[src/rtl/i2c_txn_arbiter.sv]
// Round-robin arbiter that shares one byte-level I2C register-access engine between NUM_REQ
// requesters, latches the winner's transaction, and supervises completion with a timeout.
module i2c_txn_arbiter #(
  parameter int unsigned NUM_REQ     = 4,
  parameter int unsigned TIMEOUT_CYC = 1023
) (
  input  logic                 clk,
  input  logic                 reset,
  input  logic [NUM_REQ-1:0]   req,
  input  logic [7*NUM_REQ-1:0] req_dev_addr,
  input  logic [8*NUM_REQ-1:0] req_reg_addr,
  input  logic [NUM_REQ-1:0]   req_rw,
  input  logic [8*NUM_REQ-1:0] req_wdata,
  output logic [NUM_REQ-1:0]   gnt,
  output logic [NUM_REQ-1:0]   done,
  output logic [7:0]           rdata,
  output logic                 err,
  output logic                 eng_start,
  output logic [6:0]           eng_dev_addr,
  output logic [7:0]           eng_reg_addr,
  output logic                 eng_rw,
  output logic [7:0]           eng_wdata,
  output logic                 eng_abort,
  input  logic                 eng_busy,
  input  logic                 eng_done,
  input  logic [7:0]           eng_rdata,
  input  logic                 eng_nack
);

  localparam int unsigned PtrW = (NUM_REQ > 1) ? $clog2(NUM_REQ) : 1;
  localparam int unsigned CntW = $clog2(TIMEOUT_CYC + 1);
  localparam logic [CntW-1:0] CntLast = CntW'(TIMEOUT_CYC - 1);
  localparam logic [CntW-1:0] CntMax  = {CntW{1'b1}};

  typedef enum logic [1:0] {StIdle, StWait, StResp} state_e;

  state_e              state_q, state_d;
  logic [PtrW-1:0]     ptr_q, ptr_d;
  logic [PtrW-1:0]     win_q, win_d;
  logic [CntW-1:0]     cnt_q, cnt_d;
  logic [NUM_REQ-1:0]  gnt_q, gnt_d;
  logic [NUM_REQ-1:0]  done_q, done_d;
  logic [7:0]          rdata_q, rdata_d;
  logic                err_q, err_d;
  logic                start_q, start_d;
  logic                abort_q, abort_d;
  logic [6:0]          dev_q, dev_d;
  logic [7:0]          reg_q, reg_d;
  logic                rw_q, rw_d;
  logic [7:0]          wdata_q, wdata_d;

  // Rotating priority search starting at ptr_q.
  logic [PtrW-1:0] win_idx;
  logic [PtrW-1:0] cand;
  logic            win_found;
  int unsigned     idx;

  always_comb begin
    win_found = 1'b0;
    win_idx   = '0;
    cand      = '0;
    idx       = 0;
    for (int unsigned i = 0; i < NUM_REQ; i++) begin
      idx  = (32'(ptr_q) + i) % NUM_REQ;
      cand = PtrW'(idx);
      if (!win_found && req[cand]) begin
        win_found = 1'b1;
        win_idx   = cand;
      end
    end
  end

  always_comb begin
    state_d = state_q;
    ptr_d   = ptr_q;
    win_d   = win_q;
    cnt_d   = cnt_q;
    gnt_d   = '0;
    done_d  = '0;
    start_d = 1'b0;
    abort_d = 1'b0;
    rdata_d = rdata_q;
    err_d   = err_q;
    dev_d   = dev_q;
    reg_d   = reg_q;
    rw_d    = rw_q;
    wdata_d = wdata_q;

    unique case (state_q)
      StIdle: begin
        if (win_found && !eng_busy) begin
          win_d   = win_idx;
          dev_d   = req_dev_addr[32'(win_idx)*7 +: 7];
          reg_d   = req_reg_addr[32'(win_idx)*8 +: 8];
          rw_d    = req_rw[win_idx];
          wdata_d = req_wdata[32'(win_idx)*8 +: 8];
          gnt_d   = NUM_REQ'(1) << win_idx;
          start_d = 1'b1;
          if (32'(win_idx) == NUM_REQ - 1) begin
            ptr_d = '0;
          end else begin
            ptr_d = win_idx + PtrW'(1);
          end
          cnt_d   = '0;
          state_d = StWait;
        end
      end
      StWait: begin
        cnt_d = (cnt_q == CntMax) ? cnt_q : cnt_q + CntW'(1);
        // A completion on the terminal cycle beats the timeout.
        if (eng_done) begin
          done_d[win_q] = 1'b1;
          err_d         = eng_nack;
          if (rw_q && !eng_nack) begin
            rdata_d = eng_rdata;
          end
          state_d = StResp;
        end else if (cnt_q == CntLast) begin
          done_d[win_q] = 1'b1;
          err_d         = 1'b1;
          abort_d       = 1'b1;
          state_d       = StResp;
        end
      end
      StResp: begin
        state_d = StIdle;
      end
      default: begin
        state_d = StIdle;
      end
    endcase
  end

  always_ff @(posedge clk or negedge reset) begin
    if (!reset) begin
      state_q <= StIdle;
      ptr_q   <= '0;
      win_q   <= '0;
      cnt_q   <= '0;
      gnt_q   <= '0;
      done_q  <= '0;
      rdata_q <= '0;
      err_q   <= 1'b0;
      start_q <= 1'b0;
      abort_q <= 1'b0;
      dev_q   <= '0;
      reg_q   <= '0;
      rw_q    <= 1'b0;
      wdata_q <= '0;
    end else begin
      state_q <= state_d;
      ptr_q   <= ptr_d;
      win_q   <= win_d;
      cnt_q   <= cnt_d;
      gnt_q   <= gnt_d;
      done_q  <= done_d;
      rdata_q <= rdata_d;
      err_q   <= err_d;
      start_q <= start_d;
      abort_q <= abort_d;
      dev_q   <= dev_d;
      reg_q   <= reg_d;
      rw_q    <= rw_d;
      wdata_q <= wdata_d;
    end
  end

  assign gnt          = gnt_q;
  assign done         = done_q;
  assign rdata        = rdata_q;
  assign err          = err_q;
  assign eng_start    = start_q;
  assign eng_abort    = abort_q;
  assign eng_dev_addr = dev_q;
  assign eng_reg_addr = reg_q;
  assign eng_rw       = rw_q;
  assign eng_wdata    = wdata_q;

endmodule
[config.mk]
export PLATFORM = sky130hd
export DESIGN_NAME = i2c_txn_arbiter
export DESIGN_NICKNAME = d
export VERILOG_FILES = /design/src/rtl/i2c_txn_arbiter.sv
export SDC_FILE = /design/constraint.sdc
export NUM_CORES = 1
export LEC_CHECK = 0
export CORE_MARGIN = 5
export CORE_UTILIZATION = 45
export CTS_BUF_LIST = sky130_fd_sc_hd__clkbuf_4 sky130_fd_sc_hd__clkbuf_8 sky130_fd_sc_hd__clkbuf_16
export CTS_CLUSTER_DIAMETER = 30
export DETAILED_ROUTE_END_ITERATION = 10
export PLACE_DENSITY = 0.86
export SKIP_CTS_REPAIR_TIMING = 1
export SYNTH_ARGS = -nofsm -noshare
export SYNTH_HDL_FRONTEND = slang
export SYNTH_SLANG_ARGS = --single-unit
[constraint.sdc]
create_clock -name clk -period 3.07 [get_ports clk]
set_input_delay 0.307 -clock clk [delete_from_list [all_inputs] [get_ports clk]]
set_output_delay 0.307 -clock clk [all_outputs]
set_load 0.02 [all_outputs]
==> qor.yml <==
status: "finished, violations left"
violations: "negative hold slack"
gp_congestion: 0.849
grt_pass1_wl_mm: 17.9
vias: 3404
pwr_density_cell_nw_per_um2: 745
path_delay_family: "simple AND/OR/NAND/NOR gates"
ys_types: 42
crit_path_max_incr_delay_ns: 0.49
crit_type: "primary input to flop"
dpl.hpwl_mm: 8.33
period_minus_slack_ns: 2.56
clock_latency_ns: 0.34
hp-class: "primary input to asynchronous set/reset pin"
rsz0062_at_grt: "false"
die_y_microns: 96.7
synthCells: 342
max_cap_viol_count: 0
io_pins: 156
end_kind: "flop"
avgViaCountPerCell: 5.72
syn_area_sq_um: 3390
tritoncts: "yes"
synth_seq_area_share_pct: 43.6
cts_sinks: 59
critPathLaunchType: "primary input"
syn_area_per_cell_sq_um: 9.90
grt_antenna_before_repair: 0
clock_path_buffers: 2
firstDrtPassIters: 4
drt_iter0_markers: 243
drive_gt1_share_pct: 14.1
drc: 0
synth.top_cell.area_share_pct: 43.6
required_ns: 3.23
final_util_pct: 71.8
routed_wl_mm: 11.0
fp.coreArea_sq_um: 7290
path_clk_slew_ns: 0.06
cp_max_fo: 26
fmax_mhz: 391
h-tree-depth: 3
finalSetupViolations: 0
grt_pass1_vias: 3535
grt_max_degree: 35
numCtsBuffers: 9
period_share_pct: 83.3
ys_top_cells_by_area: "dfrtp_1, mux2i_1, a21bo_2"
cp_data_arrival_time_ns: 2.72
root_buffer: "clkbuf_8"
rows: 31
syn-num-nets: 458
routedWlPerCell_microns: 18.5
dieArea_sq_um: 9360
dieWidth_microns: 96.7
worst_pin_slew_ns: 1.14
peakVddDrop_uv: 372
initial_core_util_pct: 46.4
crit_chain: "clkdlybuf4s50_1, nor4_2, or4_1, inv_1, o21ai_2, o211ai_1"
max_slew_margin_pct: 24.2
synth_top_area_cell: "dfrtp_1"
n_antenna_cell: 0
ys.flop_type: "dfrtp_1"
gr-total-overflow: 0
finalMaxSlewViolations: 0
skew_ns: 0.00719
detail-route-antenna-nets: 0
cellLeakagePower_nw: 2.21
yosysWarnings: 0
io_buffers: 155
holdWs_ns: -0.0311
grt_use_total_pct: 23.6
ys_seq_elements: 59
syn_to_final_growth_pct: 54.7
finalSetupTns_ns: 0
crit_slowest_cell: "clkdlybuf4s50_1"
final_hold_viol_count: 25
synth-async-reset-ratio_pct: 100
fin_nets: 607
synth_edf_count: 0
path_buf_inv: 2
worst reg2reg max path: cells and delay by family (launching register included):
| family | cells | cell delay, ns |
|---|---|---|
| AO/OA/AOI/OAI | 2 | 0.75 |
| buffers and inverters | 1 | 0.34 |
| flip-flops | 1 | 0.49 |
| AND/OR/NAND/NOR | 1 | 0.77 |
synthesized netlist by cell type (6+ instances only):
| cell type | number |
|---|---|
| dfrtp_1 | 59 |
| nand2_1 | 36 |
| nand4_1 | 26 |
| o31ai_1 | 26 |
| mux2i_1 | 25 |
| a21bo_2 | 24 |
| o211ai_1 | 24 |
| clkbuf_1 | 20 |
| nor2_1 | 15 |
| mux2_2 | 8 |
| a21oi_1 | 7 |
| inv_1 | 6 |
| nor3_1 | 6 |
metal layers:
metal	part of all wire, %	up-vias	global-route usage (%)
li1	-	1580	-
met1	40	1632	29.3
met2	49	164	38.3
met3	8.0	28	5.76
met4	3.0	0	11.8
met5	0	-	0
cell usage in the layout, fill, tap and decap left out, drive strengths merged, types with 2 or more instances in the layout:
cell type	Yosys	routed
clkdlybuf4s50	0	154
dfrtp	59	59
nand2	36	36
nand4	26	26
o31ai	26	26
mux2i	25	25
a21bo	24	24
o211ai	24	24
nor2	15	15
clkbuf	20	14
buf	7	11
mux2	8	8
inv	7	7
nor3	7	7
a21oi	7	7
o21ai	7	7
nand2b	4	4
nor3b	4	4
and4	3	3
xnor2	3	3
or3	3	3
ha	3	3
nand3	3	3
nor4	3	3
or2	2	2
a21o	2	2
or4	2	2
and2	2	2
final timing paths:
| path | endpoint | startpoint | depth (start not counted) | slack, ns |
|---|---|---|---|---|
| min | eng_dev_addr[5] | reset | 1 | -0.03 |
| min in group clk | eng_wdata[4] | eng_wdata[4] | 2 | 0.50 |
| max reg2reg | eng_reg_addr[4] | state_q[1] | 4 | 0.64 |
| max in group asynchronous | eng_wdata[2] | reset | 2 | 2.25 |
| min reg2reg | eng_wdata[4] | eng_wdata[4] | 2 | 0.50 |
| max | eng_reg_addr[4] | req[0] | 6 | 0.51 |
logic make-up after synthesis:
| family | Yosys count | share of synthesized area (%) |
|---|---|---|
| xor+xnor | 4 | 1.03 |
| compound gates | 96 | 22.2 |
| fa+ha+maj | 3 | 1.11 |
| buf+inv | 34 | 4.18 |
| simple gates | 113 | 17.8 |
| flops | 59 | 43.6 |
| mux | 33 | 10.1 |
flip-flops by register name (all words and copies together) (netlist names):
register	count
gnt	4
done	4
win_q	2
eng_wdata	8
ptr_q	2
eng_rw	1
rdata	8
cnt_q	10
err	1
eng_abort	1
eng_dev_addr	7
state_q	2
eng_start	1
eng_reg_addr	8
per-stage QoR:
stage	power, mW	instances	area [sq um]	hold slack [ns]	setup WS [ns]
6_report	3.90	595	5240	-0.0311	0.512
5_1_grt	4.12	595	5240	0.0152	0.299
4_1_cts	3.92	595	5240	-0.0141	0.509
3_5_place_dp	3.19	579	5030	0.348	0.195
3_3_place_gp	3.13	579	5030	0.338	0.288
2_1_floorplan	2.30	342	3390	0.0114	1.15
power breakdown:
group	switching, mW	internal, mW	leakage [nW]	total, mW
clock	0.291	0.433	0.108	0.723
sequential	0.203	1.05	0.758	1.25
combinational	1.01	0.920	1.34	1.92
area by class of cell:
class	count	area [sq um]
fill	556	2050
tap	99	124
multi-input combinational	249	1790
sequential	59	1480
inverter	7	26.3
timing repair buffer	165	1620
clock buffer	14	168
clock inverter	2	35.0
Power figures use the tool's default switching activity.
